--- src/rtl/uart_rx_os.sv ---
// uart_rx_os: oversampling UART receiver with majority voting, parity/stop options,
// break detection and a first-word-fall-through receive FIFO.
module uart_rx_os #(
    parameter int PAYLOAD_BITS = 8,
    parameter int OVERSAMPLE   = 16,
    parameter int DIV_WIDTH    = 16,
    parameter int FIFO_DEPTH   = 4
) (
    input  logic                              clk,
    input  logic                              resetn,
    input  logic                              uart_rxd,
    input  logic                              uart_rx_en,
    input  logic [DIV_WIDTH-1:0]              cfg_div,
    input  logic                              cfg_parity_en,
    input  logic                              cfg_parity_odd,
    input  logic                              cfg_stop2,
    output logic [PAYLOAD_BITS-1:0]           rx_data,
    output logic                              rx_valid,
    input  logic                              rx_ready,
    output logic                              rx_frame_err,
    output logic                              rx_parity_err,
    output logic                              rx_break,
    output logic                              rx_overrun,
    input  logic                              rx_overrun_clr,
    output logic [$clog2(FIFO_DEPTH+1)-1:0]   rx_level
);
    localparam int OW = $clog2(OVERSAMPLE);
    localparam int BW = $clog2(PAYLOAD_BITS);
    localparam int EW = PAYLOAD_BITS + 3;
    localparam int PW = $clog2(FIFO_DEPTH);
    localparam int LW = $clog2(FIFO_DEPTH + 1);
    localparam logic [OW-1:0] OS_A  = OW'(OVERSAMPLE / 2 - 1);
    localparam logic [OW-1:0] OS_B  = OW'(OVERSAMPLE / 2);
    localparam logic [OW-1:0] OS_C  = OW'(OVERSAMPLE / 2 + 1);
    localparam logic [OW-1:0] OS_L  = OW'(OVERSAMPLE - 1);
    localparam logic [BW-1:0] BIT_L = BW'(PAYLOAD_BITS - 1);

    typedef enum logic [2:0] {IDLE, START, DATA, PARITY, STOP, BRK_WAIT} state_t;

    state_t                  state_q, state_d;
    logic [1:0]              sync_q, smp_q, smp_d;
    logic [DIV_WIDTH-1:0]    tcnt_q, tcnt_d, div_q, div_d;
    logic [OW-1:0]           os_q, os_d;
    logic [BW-1:0]           bit_q, bit_d;
    logic                    pen_q, pen_d, podd_q, podd_d, stop2_q, stop2_d;
    logic [PAYLOAD_BITS-1:0] data_q, data_d;
    logic                    par_q, par_d, ferr_q, ferr_d, push_q, push_d;
    logic [EW-1:0]           ent_q, ent_d;
    logic                    rxd_s, tick, maj, decide, last, fe, brk, perr;

    assign rxd_s  = sync_q[1];
    assign tick   = uart_rx_en && tcnt_q == (state_q == IDLE ? cfg_div : div_q);
    assign maj    = (smp_q[0] & smp_q[1]) | (smp_q[0] & rxd_s) | (smp_q[1] & rxd_s);
    assign decide = tick && os_q == OS_C;
    assign last   = tick && os_q == OS_L;
    assign fe     = ferr_q | ~maj;
    assign brk    = data_q == '0 && !(pen_q && par_q) && fe;
    assign perr   = pen_q & ((^data_q ^ par_q) != podd_q);

    always_comb begin
        state_d = state_q;
        tcnt_d  = tcnt_q;
        os_d    = os_q;
        bit_d   = bit_q;
        div_d   = div_q;
        pen_d   = pen_q;
        podd_d  = podd_q;
        stop2_d = stop2_q;
        smp_d   = smp_q;
        data_d  = data_q;
        par_d   = par_q;
        ferr_d  = ferr_q;
        push_d  = 1'b0;
        ent_d   = ent_q;
        if (uart_rx_en) begin
            tcnt_d = tick ? '0 : tcnt_q + 1'b1;
            if (tick && state_q != IDLE) os_d = last ? '0 : os_q + 1'b1;
            if (tick && os_q == OS_A) smp_d[0] = rxd_s;
            if (tick && os_q == OS_B) smp_d[1] = rxd_s;
            case (state_q)
                IDLE: if (!rxd_s) begin
                    state_d = START;
                    tcnt_d  = '0;
                    os_d    = '0;
                    bit_d   = '0;
                    div_d   = cfg_div;
                    pen_d   = cfg_parity_en;
                    podd_d  = cfg_parity_odd;
                    stop2_d = cfg_stop2;
                    par_d   = 1'b0;
                    ferr_d  = 1'b0;
                end
                START: state_d = (decide && maj) ? IDLE : last ? DATA : START;
                DATA: begin
                    if (decide) data_d = {maj, data_q[PAYLOAD_BITS-1:1]};
                    if (last) begin
                        bit_d = bit_q == BIT_L ? '0 : bit_q + 1'b1;
                        if (bit_q == BIT_L) state_d = pen_q ? PARITY : STOP;
                    end
                end
                PARITY: begin
                    if (decide) par_d = maj;
                    if (last) state_d = STOP;
                end
                // The last stop bit completes the frame at its decision tick.
                STOP: if (decide) begin
                    ferr_d = fe;
                    if (bit_q == BW'(stop2_q)) begin
                        push_d  = 1'b1;
                        ent_d   = {brk, perr, fe, data_q};
                        state_d = brk ? BRK_WAIT : IDLE;
                    end
                end else if (last) begin
                    bit_d = bit_q + 1'b1;
                end
                BRK_WAIT: if (rxd_s) state_d = IDLE;
                default: state_d = IDLE;
            endcase
        end else begin
            state_d = IDLE;
            tcnt_d  = '0;
            os_d    = '0;
        end
    end

    always_ff @(posedge clk or negedge resetn) begin
        if (!resetn) begin
            sync_q  <= 2'b11;
            state_q <= IDLE;
            tcnt_q  <= '0;
            os_q    <= '0;
            bit_q   <= '0;
            div_q   <= '0;
            pen_q   <= 1'b0;
            podd_q  <= 1'b0;
            stop2_q <= 1'b0;
            smp_q   <= '0;
            data_q  <= '0;
            par_q   <= 1'b0;
            ferr_q  <= 1'b0;
            push_q  <= 1'b0;
            ent_q   <= '0;
        end else begin
            if (uart_rx_en) sync_q <= {sync_q[0], uart_rxd};
            state_q <= state_d;
            tcnt_q  <= tcnt_d;
            os_q    <= os_d;
            bit_q   <= bit_d;
            div_q   <= div_d;
            pen_q   <= pen_d;
            podd_q  <= podd_d;
            stop2_q <= stop2_d;
            smp_q   <= smp_d;
            data_q  <= data_d;
            par_q   <= par_d;
            ferr_q  <= ferr_d;
            push_q  <= push_d;
            ent_q   <= ent_d;
        end
    end

    logic [EW-1:0] mem_q [FIFO_DEPTH];
    logic [EW-1:0] head;
    logic [PW-1:0] wr_q, rd_q;
    logic [LW-1:0] level_q;
    logic          ovr_q, pop, full, wr;

    assign pop      = rx_valid && rx_ready;
    assign full     = level_q == LW'(FIFO_DEPTH);
    assign wr       = push_q && (!full || pop);
    assign rx_valid = level_q != '0;
    assign rx_level = level_q;
    assign rx_overrun = ovr_q;
    assign head     = rx_valid ? mem_q[rd_q] : '0;
    assign {rx_break, rx_parity_err, rx_frame_err, rx_data} = head;

    always_ff @(posedge clk or negedge resetn) begin
        if (!resetn) begin
            wr_q    <= '0;
            rd_q    <= '0;
            level_q <= '0;
            ovr_q   <= 1'b0;
        end else begin
            wr_q    <= wr_q + PW'(wr);
            rd_q    <= rd_q + PW'(pop);
            level_q <= level_q + LW'(wr) - LW'(pop);
            ovr_q   <= (push_q && full && !pop) ? 1'b1 : rx_overrun_clr ? 1'b0 : ovr_q;
        end
    end

    always_ff @(posedge clk) begin
        if (wr) mem_q[wr_q] <= ent_q;
    end
endmodule

--- config.mk ---
export PLATFORM = sky130hd
export DESIGN_NAME = uart_rx_os
export DESIGN_NICKNAME = d
export VERILOG_FILES = /design/src/rtl/uart_rx_os.sv
export SDC_FILE = /design/constraint.sdc
export NUM_CORES = 1
export LEC_CHECK = 0
export BUFFER_PORTS_ARGS = -buffer_cell sky130_fd_sc_hd__buf_2
export CORE_MARGIN = 4
export CORE_UTILIZATION = 45
export CTS_BUF_LIST = sky130_fd_sc_hd__clkbuf_4
export CTS_CLUSTER_DIAMETER = 150
export DETAILED_ROUTE_END_ITERATION = 10
export SLEW_MARGIN = 10
export SYNTH_ARGS = -nofsm -noshare
export SYNTH_HDL_FRONTEND = slang
export SYNTH_SLANG_ARGS = --single-unit
--- constraint.sdc ---
create_clock -name clk -period 4.31 [get_ports clk]
set_clock_uncertainty 0.05 [all_clocks]
set_input_delay 0.431 -clock clk [delete_from_list [all_inputs] [get_ports clk]]
set_output_delay 0.431 -clock clk [all_outputs]
set_load 0.05 [all_outputs]
== Yosys cells after proc, flatten, opt, wreduce, memory -nomap -nowiden ==
Memory sizes are Yosys's and may differ from the RTL's.
Index checks and enable logic that the tools add are counted.

* Memory bits (writable): 44
* Logic and storage cells: 144
* Input bits: 25
* Flip-flop bits (word level): 79
* Output and inout port bits: 16
* Memories kept: 1

{| class="wikitable"
|+ Memories
! name !! depth !! bits a word !! read ports !! clocked after memory_dff !! write ports !! RTL line !! text
|-
| mem_q || 4 || 11 || 1 || 0 || 1 || 162 || <nowiki>logic [EW-1:0] mem_q [FIFO_DEPTH];</nowiki>
|}

* Equality and inequality tests: 27
* Mux-type cells: 43
* Add/sub/neg operators: 7
* Reduce and logical (&&, ||, !) cells: 36
* Bitwise gates (word level): 10

{| class="wikitable"
|+ Operator list
! cell !! number
|-
| 2-to-1 mux 16 bit || 5
|-
| 2-to-1 mux 3 bit || 15
|-
| != test 3 bit, second input constant || 7
|-
| 2-to-1 mux 4 bit || 5
|-
| one-hot mux 3 bit (6 select lines) || 1
|-
| adder 16 x 1 -> 16 bit, second input constant || 1
|-
| == test 16 bit || 1
|-
| logical AND 1 bit || 14
|-
| == test 3 bit, second input constant || 4
|-
| == test 4 bit, second input constant || 3
|-
| != test 2 bit, second input constant || 6
|-
| AND reduction 4 bit || 3
|-
| 2-to-1 mux 1 bit || 11
|-
| 2-to-1 mux 11 bit || 1
|-
| one-hot mux 3 bit (3 select lines) || 1
|-
| nonzero test 3 bit || 3
|-
| zero test 8 bit || 1
|-
| parity 8 bit || 1
|-
| AND reduction 7 bit || 1
|-
| == test 3 x 2 -> 1 bit, second input constant || 2
|-
| AND reduction 3 bit || 2
|-
| AND reduction 6 bit || 1
|-
| nonzero test 2 bit || 3
|-
| adder 2 x 1 -> 2 bit || 2
|-
| other kinds (18) || 29
|}

== Depth between registers and ports, before layout ==
Gate-level depths: netlist of run 1.

* Depth in word-level cells: 11
* Mapped depth: 11

== Worst setup path before layout of run 1 ==
OpenSTA, ideal clock, no wires.

* Path type: reg-to-reg
* From: reg state_q[0]
* To: reg ent_q[2]
* Slack: 1.336 ns
* Data required time: 4.133 ns
* Clock period less this slack: 2.974 ns
* Cell stages (with the launch flop): 10
* Arrival time: 2.796 ns
* Cells stage by stage: dfrtp_1 buf_6 or3_1 buf_2 or4_1 a211o_1 nor3_2 and4_1 buf_6 mux2_1

* Word-level cells in the longest chain between the ends: 6
* Elaborated cells between the ends (all ways): 7

{| class="wikitable"
|+ Ends and longest elaborated chain
! element !! RTL line !! text
|-
| start, declared || 40 || <nowiki>state_t state_q, state_d;</nowiki>
|-
| start signal, assigned || 145 || <nowiki>state_q <= state_d;</nowiki>
|-
| zero test 3 bit || 52 || <nowiki>assign tick = uart_rx_en && tcnt_q == (state_q == IDLE ? cfg_div : div_q);</nowiki>
|-
| 2-to-1 mux 16 bit || 52 ||
|-
| == test 16 bit || 52 ||
|-
| logical AND 1 bit || 52 ||
|-
| logical AND 1 bit || 54 || <nowiki>assign decide = tick && os_q == OS_C;</nowiki>
|-
| AND reduction 4 bit (no line) (*) || n/a ||
|-
| end signal, assigned || 158 || <nowiki>ent_q <= ent_d;</nowiki>
|-
| end, declared || 48 || <nowiki>logic [EW-1:0] ent_q, ent_d;</nowiki>
|}

Every way passes the cells marked *; elsewhere a longest branch is shown, timed or not.
A chain may end at the register's enable or synchronous reset.

== Worst setup path after layout of run 1 ==
* From: reg state_q[1]
* To: reg ent_q[0]

The elaborated chain is that of the path after synthesis.

==> load_flow_metrics.sql, run 1 <==
INSERT INTO impl_metrics (metric_group, metric, value, unit) VALUES
('clocking', 'cts_tree', 'yes', ''),
('die', 'dieWidth', '125', 'um'),
('clocking', 'cts_setup_buffers', '0', ''),
('detailed_routing', 'via_per_instance_ratio', '5.32', ''),
('setup_path', 'worst_setup_path_start_kind', 'flip-flop', ''),
('setup_path', 'cp_slowest_stage_delay', '780', 'ps'),
('logic_synthesis', 'synth_edf_count', '44', ''),
('logic_synthesis', 'synth-async-reset-ratio', '0.642', ''),
('clocking', 'cts_resized', '0', ''),
('setup_path', 'ff2ff_path_depth', '7', ''),
('layout', 'antenna_cells', '0', ''),
('pwr', 'leakage', '2.98', 'nW'),
('detailed_routing', 'drt_pre_antenna_iters', '4', ''),
('die', 'die_area', '15700', 'um^2'),
('pwr', 'peakVddDrop', '237', 'uV'),
('status', 'violations', 'hold timing', ''),
('layout', 'area.growth.synth_to_final', '10.8', '%'),
('layout', 'finish.net_count', '597', ''),
('setup_path', 'timing.critical_path.cells', 'nor3_2, a211oi_1, nor4_1, nand4b_1, nor3_2, and4_1, mux2_2', ''),
('logic_synthesis', 'yosysSeqAreaShare', '0.534', ''),
('timing', 'max_freq', '272', 'MHz'),
('clocking', 'cts_hold_buffers', '1', ''),
('global_route', 'antenna_found_initial', '0', ''),
('clocking', 'cts_made_buffers', '17', ''),
('timing', 'drv_slew', '0', ''),
('setup_path', 'cp_endpoint_kind', 'flip-flop', ''),
('timing', 'grt_setup_unrepaired', 'false', ''),
('clocking', 'cts.htree.levels', '4', ''),
('clocking', 'number_of_buffers_between_clock_root_and_the_deepest_sink', '2', ''),
('die', 'initial_core_util', '0.463', ''),
('setup_path', 'crit_required', '4700', 'ps'),
('die', 'rows', '42', ''),
('pwr', 'sw_frac_of_total', '0.326', ''),
('setup_path', 'path_common_cell', 'sky130_fd_sc_hd__nor3_2', ''),
('timing', 'tightest_slew', '1050', 'ps'),
('timing', 'setup_violations', '0', ''),
('placement', 'io_buffer_count', '40', ''),
('detailed_routing', 'detail_route.drc_violations', '0', ''),
('global_route', 'grt.total_usage', '0.169', ''),
('logic_synthesis', 'synth_area_per_cell', '12.2', 'um^2'),
('setup_path', 'critPathKind', 'flip-flop to flip-flop', ''),
('timing', 'final.setup.worst_slack', '638', 'ps'),
('clocking', 'cts_root_buffer', 'sky130_fd_sc_hd__clkbuf_4', ''),
('detailed_routing', 'dr.first_iter.drc_count', '253', ''),
('layout', 'final_layout_size_suffix_gt1_frac', '0.218', ''),
('timing', 'hold_violations', '2', ''),
('logic_synthesis', 'post_synth_inst_count', '507', ''),
('setup_path', 'crit_fanout', '13', ''),
('status', 'outcome', 'finished, violations left', ''),
('logic_synthesis', 'yosys.area.top_type_share', '0.312', ''),
('timing', 'min_period_over_period', '0.852', ''),
('setup_path', 'worst-endpoint-arrival', '4060', 'ps'),
('global_route', 'grt_max_degree', '80', ''),
('die', 'io_pins', '41', ''),
('clocking', 'clkLatencyLatePin', '550', 'ps'),
('detailed_routing', 'wirelength', '12300', 'um'),
('clocking', 'cts.sinks', '123', ''),
('pwr', 'p_clk_frac', '0.276', ''),
('global_route', 'via_count_of_the_first_global_routing_pass', '4124', ''),
('pwr', 'power_density', '393', 'nW/um^2'),
('logic_synthesis', 'synth.largest_area_cell', 'sky130_fd_sc_hd__dfrtp_1', ''),
('global_route', 'gr-total-overflow', '0', ''),
('min_path', 'worst_hold_path_type', 'input pin to async pin', ''),
('detailed_routing', 'average_wire_per_standard_cell', '16.5', 'um'),
('logic_synthesis', 'synth_top_cells_by_count', 'sky130_fd_sc_hd__dfrtp_1 (77), sky130_fd_sc_hd__edfxtp_1 (44), sky130_fd_sc_hd__inv_1 (32)', ''),
('timing', 'final_hold_slack', '-10.7', 'ps'),
('clocking', 'cts.clk_slew.worst_paths', '130', 'ps'),
('pwr', 'internal_power', '1.81', 'mW'),
('pwr', 'seq_power_share', '0.531', ''),
('logic_synthesis', 'post_synth_num_cell_types', '68', ''),
('detailed_routing', 'detail-route-antenna-nets', '0', '');
==> flip-flops by register name, indices dropped and copies added (netlist names), 3 cells and up <==
name      cells
state_q       3
data_q        8
os_q          4
ent_q        11
div_q        16
tcnt_q       16
bit_q         3
rx_level      3
mem_q        44
==> worst max-delay path: cells and delay by family (launching register included) <==
family	cells	cell delay (ps)
flip-flops	1	510
AO/OA/AOI/OAI	1	230
AND/OR/NAND/NOR	5	2350
multiplexers	1	410
==> layout make-up <==
class | instances | share of cell area
clock inverter | 14 | 0.0177
tap | 176 | 0.0322
inverter | 32 | 0.0176
multi-input combinational | 332 | 0.388
sequential | 123 | 0.482
timing repair buffer | 51 | 0.0428
clock buffer | 18 | 0.0197
==> power by group through the flow <==
stage / logic [mW] / registers [mW] / clock network [mW]
after detailed placement: 0.525 / 1.46 / 0
after CTS: 0.526 / 1.43 / 0.764
after global placement: 0.515 / 1.45 / 0
final: 0.519 / 1.43 / 0.741
after global routing: 0.572 / 1.45 / 0.824
after floorplan: 0.390 / 1.43 / 0
==> worst paths after layout <==
kind	start	endpoint	slack (ps)
setup / recovery	state_q[1]	ent_q[0]	640
hold / removal	resetn	os_q[3]	-10
setup reg to reg	state_q[1]	ent_q[0]	640
hold reg to reg	data_q[3]	ent_q[3]	460
max in group asynchronous	resetn	rx_level[2]	3540
min in group clk	cfg_parity_odd	podd_q	60
==> placed cells by master, fill, tap and decap left out, types with 3 or more instances in the layout <==
cell                            Yosys  routed
sky130_fd_sc_hd__a21oi_1           10      10
sky130_fd_sc_hd__a31oi_1            4       4
sky130_fd_sc_hd__and3_1            10      10
sky130_fd_sc_hd__buf_2              2      39
sky130_fd_sc_hd__buf_4              1       9
sky130_fd_sc_hd__clkbuf_4           0      18
sky130_fd_sc_hd__clkinv_4           0       3
sky130_fd_sc_hd__clkinvlp_4         0       4
sky130_fd_sc_hd__dfrtp_1           77      77
sky130_fd_sc_hd__dlygate4sd3_1      0       3
sky130_fd_sc_hd__edfxtp_1          44      44
sky130_fd_sc_hd__ha_1              14      14
sky130_fd_sc_hd__inv_1             32      32
sky130_fd_sc_hd__mux2_1             7       7
sky130_fd_sc_hd__mux2_2            22      22
sky130_fd_sc_hd__mux2i_1           15      15
sky130_fd_sc_hd__mux4_2            11      11
sky130_fd_sc_hd__nand2_1           24      24
sky130_fd_sc_hd__nand2b_1          15      15
sky130_fd_sc_hd__nand3_1           14      14
sky130_fd_sc_hd__nand4_1            4       4
sky130_fd_sc_hd__nand4b_1           5       5
sky130_fd_sc_hd__nor2_1            29      29
sky130_fd_sc_hd__nor2b_1           24      24
sky130_fd_sc_hd__nor3_1             9       9
sky130_fd_sc_hd__nor4_1             6       6
sky130_fd_sc_hd__o21a_1             3       3
sky130_fd_sc_hd__o21ai_0           12      12
sky130_fd_sc_hd__o31ai_1            6       6
sky130_fd_sc_hd__xnor2_1           18      18
sky130_fd_sc_hd__xor2_1            19      19
==> kinds of logic (layout without fill, tap and decap cells) <==
group | count (synthesis) | count (layout) | synth area share
AO/OA/AOI/OAI | 60 | 60 | 0.0735
adder cells (fa/ha/maj) | 16 | 16 | 0.0332
AND/OR/NAND/NOR | 163 | 163 | 0.151
buffers and inverters | 52 | 115 | 0.0363
multiplexers | 56 | 56 | 0.120
flip-flops | 123 | 123 | 0.534
XOR/XNOR | 37 | 37 | 0.0525
==> stage by stage <==
step / total power, mW / std cells / area, um^2
after floorplan: 1.82 / 507 / 6180
after global placement: 1.97 / 711 / 6560
after detailed placement: 1.98 / 711 / 6560
after CTS: 2.72 / 744 / 6820
after global routing: 2.85 / 746 / 6840
final: 2.69 / 746 / 6840
==> metal layers <==
layer | global-route usage | part of all wire | wire, um
met1 | 0.209 | 0.44 | 5470
met2 | 0.283 | 0.50 | 6140
met3 | 0.0533 | 0.042 | 516
met4 | 0.0599 | 0.016 | 191
met5 | 0 | 0 | 0
(Power assumes the default switching activity.)
==> run 2: changes to the inputs <==
--- a/config.mk
+++ b/config.mk
@@ -5,12 +5,13 @@
 export SDC_FILE = /design/constraint.sdc
 export NUM_CORES = 1
 export LEC_CHECK = 0
-export BUFFER_PORTS_ARGS = -buffer_cell sky130_fd_sc_hd__buf_2
+export CAP_MARGIN = 25
 export CORE_MARGIN = 4
 export CORE_UTILIZATION = 45
 export CTS_BUF_LIST = sky130_fd_sc_hd__clkbuf_4
 export CTS_CLUSTER_DIAMETER = 150
 export DETAILED_ROUTE_END_ITERATION = 10
+export DONT_BUFFER_PORTS = 1
 export SLEW_MARGIN = 10
 export SYNTH_ARGS = -nofsm -noshare
 export SYNTH_HDL_FRONTEND = slang
==> load_flow_metrics.sql, run 2 (synthesized netlist as in run 1, its figures left out) <==
INSERT INTO impl_metrics (metric_group, metric, value, unit) VALUES
('layout', 'layout_commonest_cell', 'sky130_fd_sc_hd__dfrtp_1', ''),
('detailed_routing', 'detail_route.drc_violations', '0', ''),
('timing', 'max_freq', '281', 'MHz'),
('setup_path', 'worst_setup_path_start_kind', 'flip-flop', ''),
('clocking', 'clkLatencyLatePin', '560', 'ps'),
('layout', 'number_of_flip_flops_under_the_largest_register_name', '44', ''),
('pwr', 'power_switching', '0.896', 'mW'),
('layout', 'multi_input_area', '2650', 'um^2'),
('setup_path', 'timing.critical_path.cells', 'or3_1, or4_1, a211o_1, nor3_2, and4_1, mux2_2', ''),
('placement', 'io_buffer_count', '0', ''),
('min_path', 'holdPathStages', '3', ''),
('setup_path', 'critPathKind', 'flip-flop to flip-flop', ''),
('clocking', 'cts.htree.levels', '4', ''),
('die', 'rows', '42', ''),
('timing', 'min_period_over_period', '0.825', ''),
('global_route', 'grt_pass1_wl', '20700', 'um'),
('global_route', 'grt_max_degree', '80', ''),
('die', 'floorplan.core_area', '13300', 'um^2'),
('job', 'drv_cap', '0', ''),
('clocking', 'cts_root_buffer', 'sky130_fd_sc_hd__clkbuf_4', ''),
('setup_path', 'r2r-start', 'state_q[1]', ''),
('layout', 'seq_cell_area', '3300', 'um^2'),
('setup_path', 'slowest_cell_on_the_critical_path', 'sky130_fd_sc_hd__and4_1', ''),
('global_route', 'grt.total_usage', '0.166', ''),
('status', 'outcome', 'finished clean', ''),
('placement', 'finalWeightedCongestion', '0.827', ''),
('timing', 'grt_setup_unrepaired', 'false', ''),
('layout', 'finish.net_count', '579', ''),
('global_route', 'via_count_of_the_first_global_routing_pass', '4023', ''),
('detailed_routing', 'wirelength', '12400', 'um'),
('clocking', 'cts.sinks', '123', ''),
('pwr', 'seq_power_share', '0.536', ''),
('detailed_routing', 'detailroute.via_count', '4006', ''),
('die', 'die_area', '15700', 'um^2'),
('setup_path', 'cp_endpoint_kind', 'flip-flop', ''),
('clocking', 'cts_resized', '0', ''),
('clocking', 'cts_tree', 'yes', ''),
('layout', 'reg.largest.list', 'mem_q x44, div_q x16, tcnt_q x16', ''),
('setup_path', 'ff2ff_path_depth', '6', ''),
('layout', 'area.growth.synth_to_final', '12.0', '%'),
('global_route', 'antenna_found_initial', '0', ''),
('timing', 'tightest_slew', '943', 'ps'),
('layout', 'layout.cells.most_common_list', 'sky130_fd_sc_hd__dfrtp_1 (77), sky130_fd_sc_hd__edfxtp_1 (44), sky130_fd_sc_hd__inv_1 (32)', ''),
('die', 'die_h', '125', 'um'),
('min_path', 'worst_hold_path_type', 'input pin to flip-flop', ''),
('clocking', 'cts_made_buffers', '17', ''),
('timing', 'layout_min_cycle_time', '3550', 'ps'),
('setup_path', 'cp_slowest_stage_delay', '620', 'ps'),
('layout', 'antenna_cells', '0', ''),
('detailed_routing', 'via_per_instance_ratio', '5.50', ''),
('clocking', 'cts_setup_buffers', '0', ''),
('setup_path', 'crit_required', '4690', 'ps'),
('timing', 'drv_slew', '0', ''),
('pwr', 'p_clk_frac', '0.305', ''),
('clocking', 'number_of_buffers_between_clock_root_and_the_deepest_sink', '2', ''),
('setup_path', 'worst-endpoint-arrival', '3940', 'ps'),
('pwr', 'peakVddDrop', '256', 'uV'),
('timing', 'setup_violations', '0', ''),
('layout', 'num-fill-cells', '1170', ''),
('layout', 'final_layout_size_suffix_gt1_frac', '0.159', ''),
('global_route', 'gr-total-overflow', '0', ''),
('timing', 'relSlewSlack', '0.370', ''),
('clocking', 'cts.clk_slew.worst_paths', '130', 'ps'),
('die', 'initial_core_util', '0.463', ''),
('layout', 'registers.top_by_ff_count', 'mem_q', ''),
('die', 'dieWidth', '125', 'um'),
('timing', 'finalSetupTns', '0', 'ps'),
('die', 'io_pins', '41', ''),
('detailed_routing', 'detail-route-antenna-nets', '0', ''),
('detailed_routing', 'dr.first_iter.drc_count', '298', ''),
('setup_path', 'crit_fanout', '12', ''),
('detailed_routing', 'average_wire_per_standard_cell', '17.0', 'um'),
('placement', 'placed_wire_length_estimate', '8730', 'um'),
('setup_path', 'critPathLaunch', 'state_q[1]', ''),
('pwr', 'internal_power', '1.87', 'mW'),
('pwr', 'sw_frac_of_total', '0.324', ''),
('detailed_routing', 'drt_pre_antenna_iters', '7', ''),
('timing', 'hold_violations', '0', ''),
('pwr', 'leakage', '2.93', 'nW'),
('pwr', 'power_density', '400', 'nW/um^2'),
('min_path', 'min_from', 'rx_ready', ''),
('pwr', 'comb_power_share', '0.159', ''),
('layout', 'finish.utilization', '0.518', '');
[run 2: through the flow]
stage / cells / hold WS, ps / total power [mW] / instance area, um^2 / worst slack, ps
detailed placement: 672 / 90.5 / 1.92 / 6370 / 791
floorplan: 507 / 85.4 / 1.82 / 6180 / 1340
global placement: 671 / 90.8 / 1.92 / 6350 / 883
CTS: 728 / 0.00366 / 2.81 / 6920 / 758
global route: 728 / 17.1 / 2.93 / 6920 / 541
finish: 728 / 40.4 / 2.77 / 6920 / 755
[run 2: power by group through the flow]
| stage | Combinational [mW] | Sequential [mW] | Clock, mW |
|---|---|---|---|
| 6_report | 0.441 | 1.48 | 0.842 |
| 3_3_place_gp | 0.404 | 1.51 | 0 |
| 3_5_place_dp | 0.411 | 1.51 | 0 |
| 4_1_cts | 0.448 | 1.49 | 0.869 |
| 5_1_grt | 0.494 | 1.51 | 0.932 |
| 2_1_floorplan | 0.390 | 1.43 | 0 |
[run 2: final cells by class]
| class | instances | share of cell area |
|---|---|---|
| flip-flops and latches | 123 | 0.477 |
| inverters | 32 | 0.0174 |
| multi-input cells | 332 | 0.383 |
| repair buffers | 33 | 0.0476 |
| well taps | 176 | 0.0318 |
| clock inverters | 14 | 0.0233 |
| clock buffers | 18 | 0.0195 |
[run 2: critical path, delay by kind of cell (launching register included)]
| kind | cells | cell delay, ps |
|---|---|---|
| AO/OA/AOI/OAI | 1 | 400 |
| flip-flops | 1 | 510 |
| multiplexers | 1 | 400 |
| AND/OR/NAND/NOR | 4 | 2060 |
[run 2: path summary, 6_finish.rpt]
check / end / slack (ps)
min in group asynchronous: os_q[3] / 340
max: ent_q[0] / 760
min: rx_overrun / 40
min reg2reg: ent_q[2] / 450
max in group asynchronous: bit_q[1] / 3490
max reg2reg: ent_q[0] / 760
[run 2: metal layers]
metal / part of all wire / track usage / up-vias
li1: - / - / 1903
met1: 0.46 / 0.217 / 1985
met2: 0.48 / 0.269 / 101
met3: 0.048 / 0.0516 / 17
met4: 0.013 / 0.0510 / 0
met5: 0 / 0 / -
[run 2: timing repair]
item,CTS,global route
hold endpoints to repair,104,0
hold buffers,24,0
endpoints found under the setup margin,0,0
